### src/rtl/count_block_accumulator.sv
// Accumulates N upstream 3-bit counts (dav_/rfd handshake) into a block sum and max,
// then presents each block result downstream as a dav_out_/rfd_out producer.
module count_block_accumulator #(
    parameter int unsigned N  = 8,
    parameter int unsigned SW = 6,
    parameter int unsigned CW = 4
) (
    input  logic          clock,
    input  logic          reset_,
    input  logic          dav_,
    output logic          rfd,
    input  logic [2:0]    c,
    input  logic          rfd_out,
    output logic          dav_out_,
    output logic [SW-1:0] sum,
    output logic [2:0]    max
);

    typedef enum logic [2:0] {
        S_IDLE = 3'd0,
        S_ACK  = 3'd1,
        S_OUT1 = 3'd2,
        S_OUT2 = 3'd3
    } state_e;

    state_e          state_q, state_d;
    logic            rfd_q, rfd_d;
    logic            dav_out_q, dav_out_d;
    logic [SW-1:0]   sum_q, sum_d;
    logic [2:0]      max_q, max_d;
    logic [SW-1:0]   acc_q, acc_d;
    logic [2:0]      mx_q, mx_d;
    logic [CW-1:0]   cnt_q, cnt_d;

    // Next-state and next-output logic; sum/max only move on entry to S_OUT1.
    always_comb begin
        state_d   = state_q;
        rfd_d     = rfd_q;
        dav_out_d = dav_out_q;
        sum_d     = sum_q;
        max_d     = max_q;
        acc_d     = acc_q;
        mx_d      = mx_q;
        cnt_d     = cnt_q;
        case (state_q)
            S_IDLE: begin
                rfd_d = 1'b1;
                if (!dav_) begin
                    acc_d   = acc_q + SW'(c);
                    mx_d    = (c > mx_q) ? c : mx_q;
                    cnt_d   = cnt_q + CW'(1);
                    rfd_d   = 1'b0;
                    state_d = S_ACK;
                end
            end
            S_ACK: begin
                if (dav_) begin
                    if (cnt_q == CW'(N)) begin
                        sum_d     = acc_q;
                        max_d     = mx_q;
                        dav_out_d = 1'b0;
                        state_d   = S_OUT1;
                    end else begin
                        rfd_d   = 1'b1;
                        state_d = S_IDLE;
                    end
                end
            end
            S_OUT1: begin
                if (!rfd_out) begin
                    dav_out_d = 1'b1;
                    state_d   = S_OUT2;
                end
            end
            S_OUT2: begin
                if (rfd_out) begin
                    acc_d   = '0;
                    mx_d    = '0;
                    cnt_d   = '0;
                    rfd_d   = 1'b1;
                    state_d = S_IDLE;
                end
            end
            default: begin
                rfd_d     = 1'b1;
                dav_out_d = 1'b1;
                state_d   = S_IDLE;
            end
        endcase
    end

    always_ff @(posedge clock or negedge reset_) begin
        if (!reset_) begin
            state_q   <= S_IDLE;
            rfd_q     <= 1'b1;
            dav_out_q <= 1'b1;
            sum_q     <= '0;
            max_q     <= '0;
            acc_q     <= '0;
            mx_q      <= '0;
            cnt_q     <= '0;
        end else begin
            state_q   <= state_d;
            rfd_q     <= rfd_d;
            dav_out_q <= dav_out_d;
            sum_q     <= sum_d;
            max_q     <= max_d;
            acc_q     <= acc_d;
            mx_q      <= mx_d;
            cnt_q     <= cnt_d;
        end
    end

    assign rfd      = rfd_q;
    assign dav_out_ = dav_out_q;
    assign sum      = sum_q;
    assign max      = max_q;

endmodule

### config.mk
export PLATFORM = sky130hd
export DESIGN_NAME = count_block_accumulator
export DESIGN_NICKNAME = d
export VERILOG_FILES = /design/src/rtl/count_block_accumulator.sv
export SDC_FILE = /design/constraint.sdc
export NUM_CORES = 1
export LEC_CHECK = 0
export ABC_AREA = 1
export ABC_CLOCK_PERIOD_IN_PS = 2060
export BUFFER_PORTS_ARGS = -buffer_cell sky130_fd_sc_hd__buf_2
export CAP_MARGIN = 20
export CORE_MARGIN = 2
export CORE_UTILIZATION = 61
export CTS_CLUSTER_DIAMETER = 50
export DETAILED_ROUTE_END_ITERATION = 12
export PLACE_DENSITY = 0.84
export REMOVE_ABC_BUFFERS = 1
export SLEW_MARGIN = 20
export SYNTH_ARGS = -nofsm -noshare
export SYNTH_HDL_FRONTEND = slang
export SYNTH_SLANG_ARGS = --single-unit
### constraint.sdc
create_clock -name clock -period 2.06 [get_ports clock]
set_input_delay 0 -clock clock [delete_from_list [all_inputs] [get_ports clock]]
set_output_delay 0 -clock clock [all_outputs]
set_load 0.01 [all_outputs]
==> impl_results.md, run 1 <==
* Status: finished, final reports clean
* Maximum vdd drop at 1050 µV
* Worst EP required at 2.27 ns
* Fmax at ~600 MHz
* R2R Path Start: state_q[1]$_DFFE_PN0P_
* Core area at between 2000 and 2500 µm²
* Hold slack at 0.0367 ns
* IO Count at 18
* Number of global-route vias before repair at 1145
* Number of fill cells at 189
* Crit path max fanout at 15
* Largest net degree at the start of global routing at 27
* First-pass GRT wire length at roughly 4800 µm
* Total Wirelength at 2930 µm
* Detail Route Antenna Nets at 0
* Ant diodes at 0
* PwrDens at between 1000 and 1500 nW/µm²
* Grt met3 use at 2.54%
* Final clock skew at 0.00305 ns
* Hold Crit Start: c[2]
* Fin nets at 224
* Clk pin slew, worst setup/hold paths at 0.14 ns
* Worst setup SP type: flip-flop
* Die Y at 53.5 µm
* P_leak at between 0.9 and 1 nW
* YS warnings at 0
* Final Hold Violating Endpoints at 0
* CTS tree: yes
* Final Setup Violations at 0
* Die X at 53.5 µm
* Vias per cell at 5.32
* Post-CTS Resized at 0
* Placed Area at 1590 µm²
* DRC Markers at 0
* Crit path from: state_q[1]$_DFFE_PN0P_
* # Max-Cap Violations at 0
* DR WL/cell at approximately 13 µm
* CTS Sinks at 26
* Finished Cell Area at between 1500 and 2000 µm²
* Vias at roughly 1200
* Total GRT Usage at 23.4%
* Netlist cell types at 23
* Mapped Cells at between 150 and 200
* Worst EP arrival at between 1.5 and 2 ns
* Register area share after synthesis at 43.8%
* Initial antenna violation count at 0
* Reg2Reg Capture Point: max[1]$_DFFE_PN0P_
* Postcts setup bufs at 0
* Iteration count of the initial detailed-routing pass at 4
* Die ar. at 2860 µm²
* Setup WS pre-CTS at 0.387 ns
* CTS Buf Count at 3
* Detail Placement HPWL at 2300 µm
* Clock tree root driver cell: clkbuf_4
* Setup TNS at 0 ns
* Met2 usage at 42.8%
* Worst slew pin tran at 0.588 ns
* Core Rows at 17
* Most used routing layer: met2
* Clock Path Buffers at 2
* Iter 0 DRT Violations at 33
* Hold depth at 4
* Setup slack, reg-to-reg at about 0.38 ns
* RD Place Congestion at roughly 0.89
* Min-Delay Path Class: in2reg
* CP endpoint kind: flip-flop
* Share of layout cells above drive strength 1 at 17.8%
* Mean post-synth cell area at 8.29 µm²
* RSZ-0062 raised after global routing: false
* Seq cells post-synth at 26
* Final WS setup at between 0.3 and 0.4 ns
* Hold_buf cts at 3
* Tmin final at 1.68 ns
* GRT met1 Usage at 28.1%
* Crit share post-route at slightly above 80%
* Starting Density at 66.2%
* Critical Path End: max[1]$_DFFE_PN0P_
* Power consumption at 2.49 mW
* Reg2Reg Depth at 7
* Fin. max-slew vios at 0
* Relative slew slack at 60.8%
* IO buf count at 17
* Grt ovf at 0
* Max H-tree Level at 1
* Worst skew pair latency at between 0.3 and 0.4 ns
* Synthesized cell area at roughly 1500 µm²
* Crit Path Category: reg2reg
* Area growth syn-to-layout at 11.2%
state kept, by name (all words and copies together), names as in the netlist:
register and cells:
sum 6, dav_out_ 1, cnt_q 4, max 3
acc_q 6, rfd 1, mx_q 3, state_q 2
area by class of cell:
class                      count  area [µm²]  share of cell area, %
tap                           28        35.0                   2.11
inverter                      24        90.1                   5.43
multi-input combinational    128         731                   44.0
clock buffer                   4        36.3                   2.19
sequential                    26         653                   39.3
timing repair buffer          20         115                   6.93
cell usage after synthesis:
library cell  number  share of area [%]
nand3b_1           2                1.0
nand3_1           17                5.7
nor2_1            11                2.8
nand4_1            1               0.42
nand2_2            2               0.84
a21oi_1            5                1.7
dfrtp_1           24                 40
nand3_4            1                1.2
nand2_1           54                 14
o21ai_1            6                2.0
o22ai_1            2               0.84
o21ai_2            6                3.5
inv_1             22                5.5
fa_1               1                1.3
buf_4              1               0.50
nor2_2             2               0.84
dfstp_2            2                3.5
buf_6              1               0.75
ha_1              13                 11
inv_2              2               0.50
o21ai_0            2               0.67
o211ai_1           1               0.50
xor2_1             2                1.2
worst min-delay path by stage:
| stage | endpoint | slack (ns) |
|---|---|---|
| after global routing | mx_q[2]$_DFFE_PN0P_ | 0.04 |
| after floorplan | acc_q[0]$_DFFE_PN0P_ | -0.30 |
| after CTS | mx_q[2]$_DFFE_PN0P_ | 0.03 |
| after detailed placement | max[2]$_DFFE_PN0P_ | 0.03 |
| final | mx_q[2]$_DFFE_PN0P_ | 0.04 |
| after global placement | max[1]$_DFFE_PN0P_ | 0.02 |
kinds of logic (layout without fill, tap and decap cells):
kind of cell / Yosys count / after routing / share of synthesized area (%)
AND/OR/NAND/NOR: 90 / 90 / 26.3
buffers and inverters: 26 / 48 / 7.29
XOR/XNOR: 2 / 2 / 1.17
adder cells (fa/ha/maj): 14 / 14 / 12.2
flip-flops: 26 / 26 / 43.8
AO/OA/AOI/OAI: 22 / 22 / 9.22
routing by layer:
layer  wire length (µm)  up-vias  part of all wire [%]
met5                  0        -                     0
met4                 32        0                   1.1
met3                101        5                   3.4
met2               1510       28                    51
met1               1290      572                    44
li1                   -      618                     -
metrics by stage:
stage          instances  util [%]
2_1_floorplan        178         -
3_3_place_gp         223      70.7
3_5_place_dp         223      70.7
4_1_cts              230      73.6
5_1_grt              230      73.6
6_report             230      73.6
critical path: stages (launching register included):
cell     delay, ns
dfrtp_1       0.45
inv_1         0.12
ha_1          0.22
inv_1         0.07
nor2_2        0.23
nand2_2       0.26
nand2_1       0.14
o21ai_2       0.07
cells in the final DEF, fill, tap and decap left out:
master and n:
nand2_1 54, dfrtp_1 24, inv_1 22, nand3_1 17
buf_2 17, ha_1 13, nor2_1 11, o21ai_1 6
o21ai_2 6, a21oi_1 5, clkbuf_4 3, dlygate4sd3_1 3
inv_2 2, nand2_2 2, o22ai_1 2, nor2_2 2
nand3b_1 2, o21ai_0 2, xor2_1 2, dfstp_2 2
nand3_4 1, nand4_1 1, o211ai_1 1, fa_1 1
clkbuf_8 1
report_power, final:
| part | internal [mW] | switching, mW |
|---|---|---|
| clock network | 0.108 | 0.146 |
| logic | 0.491 | 0.817 |
| registers | 0.767 | 0.157 |
Power figures use the tool's default switching activity.
==> run 2, diff against run 1 <==
--- a/config.mk
+++ b/config.mk
@@ -6,14 +6,14 @@
 export NUM_CORES = 1
 export LEC_CHECK = 0
 export ABC_AREA = 1
-export ABC_CLOCK_PERIOD_IN_PS = 2060
+export ABC_CLOCK_PERIOD_IN_PS = 1750
 export BUFFER_PORTS_ARGS = -buffer_cell sky130_fd_sc_hd__buf_2
 export CAP_MARGIN = 20
 export CORE_MARGIN = 2
-export CORE_UTILIZATION = 61
+export CORE_UTILIZATION = 57
 export CTS_CLUSTER_DIAMETER = 50
 export DETAILED_ROUTE_END_ITERATION = 12
-export PLACE_DENSITY = 0.84
+export PLACE_DENSITY = 0.79
 export REMOVE_ABC_BUFFERS = 1
 export SLEW_MARGIN = 20
 export SYNTH_ARGS = -nofsm -noshare
==> constraint.sdc (replaced) <==
create_clock -name clock -period 1.75 [get_ports clock]
set_input_delay 0 -clock clock [delete_from_list [all_inputs] [get_ports clock]]
set_output_delay 0 -clock clock [all_outputs]
set_load 0.01 [all_outputs]
==> impl_results.md, run 2 (synthesis gave the netlist of run 1 again) <==
* Maximum vdd drop at 1030 µV
* Area of the multi-input gates at 736 µm²
* Worst path cell trace: inv_1, ha_1, inv_1, nor2_2, nand2_4, nand2_1, o21ai_2
* Cells after DPL at 226
* Relative slew slack at between 60% and 70%
* Clock tree root driver cell: clkbuf_4
* Core area at roughly 2500 µm²
* Final Hold Violating Endpoints at 0
* Worst EP required at 1.98 ns
* Largest net degree at the start of global routing at 27
* Die X at 55.2 µm
* PwrDens at 1760 nW/µm²
* Worst slew pin tran at 0.573 ns
* CTS Buf Count at 3
* Tmin final at 1.61 ns
* CTS Sinks at 26
* Setup TNS at 0 ns
* IO buf count at 17
* CTS tree: yes
* Fin cells at 233
* Endpoint, Worst Hold: mx_q[2]$_DFFE_PN0P_
* Most frequent cells in the layout: nand2_1, dfrtp_1, inv_1
* CP dominant cell by count: inv_1
* CP endpoint kind: flip-flop
* Clk pin slew, worst setup/hold paths at between 0.1 and 0.15 ns
* Crit path max fanout at 15
* Crit Path Category: reg2reg
* Max incr delay on CP at 0.44 ns
* Area growth syn-to-layout at 12.4%
* DRC Markers at 0
* # Max-Cap Violations at 0
* P_leak at between 0.9 and 1 nW
* Worst EP arrival at 1.84 ns
* Crit path from: state_q[1]$_DFFE_PN0P_
* Fmax at approximately 620 MHz
* Iter 0 DRT Violations at 21
* R2R Path Start: state_q[1]$_DFFE_PN0P_
* Total GRT Usage at 23.1%
* Status: finished, final reports clean
* Min-Delay Path Class: in2reg
* Slowest CP cell: dfrtp_1
* Setup slack, reg-to-reg at 0.14 ns
* Detail Placement HPWL at ~2300 µm
* Storage cell area at roughly 650 µm²
* Total Wirelength at approximately 3000 µm
* RD Place Congestion at 0.853
* Worst setup SP type: flip-flop
* Final clock skew at between 0.0015 and 0.002 ns
* RSZ-0062 raised after global routing: false
* Max H-tree Level at 1
* Number of fill cells at 200
* DR WL/cell at around 13 µm
* Die ar. at 3040 µm²
* First-pass GRT wire length at roughly 5000 µm
* Most common cell after layout, fill and taps aside: nand2_1
* Worst skew pair latency at 0.32 ns
* Clock Path Buffers at 2
* Power consumption at about 2.9 mW
* Reg2Reg Depth at 7
* Number of global-route vias before repair at 1266
* Core Rows at 18
* Initial antenna violation count at 0
* IO Count at 18
* Hold depth at 4
* Iteration count of the initial detailed-routing pass at 4
* Crit share post-route at approximately 90%
* Vias per cell at 5.31
* Fin. max-slew vios at 0
* Reg2Reg Capture Point: max[2]$_DFFE_PN0P_
* Share of layout cells above drive strength 1 at a little under a fifth
* Postcts setup bufs at 0
* Detail Route Antenna Nets at 0
* Hold Crit Start: c[2]
* Starting Density at 60.3%
* Final Setup Violations at 0
* Die Y at 55.2 µm
* Grt ovf at 0
* Vias at 1238
* Fin nets at around 230
* Ant diodes at 0
[run 2: cell types whose count changed in the layout (fill, tap and decap cells not counted)]
cell     previous run  this run
buf_4               0         1
inv_2               2         1
inv_4               0         1
nand2_2             2         1
nand2_4             0         1
[run 2: cell type report]
| type | instances | area share (%) |
|---|---|---|
| timing repair buffer | 21 | 7.31 |
| multi-input combinational | 128 | 43.8 |
| clock buffer | 4 | 2.16 |
| tap | 30 | 2.24 |
| sequential | 26 | 38.9 |
| inverter | 24 | 5.52 |
[run 2: through the flow]
| stage | utilization [%] | cell area, µm² | hold WS [ns] | setup slack, ns |
|---|---|---|---|---|
| floorplan | - | 1470 | -0.296 | 0.367 |
| global placement | 64.7 | 1600 | 0.0206 | 0.221 |
| detailed placement | 64.7 | 1600 | 0.0255 | 0.106 |
| CTS | 67.4 | 1670 | 0.0259 | 0.0826 |
| global route | 67.7 | 1680 | 0.0317 | 0.0130 |
| finish | 67.7 | 1680 | 0.0249 | 0.138 |
[run 2: worst max path at each step]
stage / to / slack (ns) / cells past startpoint
6_report: max[2]$_DFFE_PN0P_ / 0.14 / 7
5_1_grt: max[2]$_DFFE_PN0P_ / 0.01 / 7
4_1_cts: max[2]$_DFFE_PN0P_ / 0.08 / 7
3_5_place_dp: max[2]$_DFFE_PN0P_ / 0.11 / 7
3_3_place_gp: sum[1]$_DFFE_PN0P_ / 0.22 / 7
2_1_floorplan: max[1]$_DFFE_PN0P_ / 0.37 / 7
[run 2: routing by layer]
metal	up-vias	wire [µm]	GRT usage [%]
met4	0	51	10.2
met5	-	0	0
met1	574	1220	24.7
met3	7	118	2.42
li1	623	-	-
met2	34	1590	44.8
[run 2: critical path: cells and delay by family (launching register included)]
family / cells / cell delay (ns)
simple gates: 3 / 0.57
flops: 1 / 0.44
buf+inv: 2 / 0.20
compound gates: 1 / 0.06
fa+ha+maj: 1 / 0.25
[run 2: repair_timing]
| action | CTS | global route |
|---|---|---|
| hold buffers | 3 | 0 |
| resized for setup | 0 | 2 |
| hold endpoints to repair | 28 | 0 |
| endpoints found under the setup margin | 0 | 10 |
[run 2: report_power, final]
group / leakage [nW] / switching [mW] / internal (mW)
clock: 0.0210 / 0.178 / 0.127
combinational: 0.597 / 0.974 / 0.582
sequential: 0.325 / 0.186 / 0.902
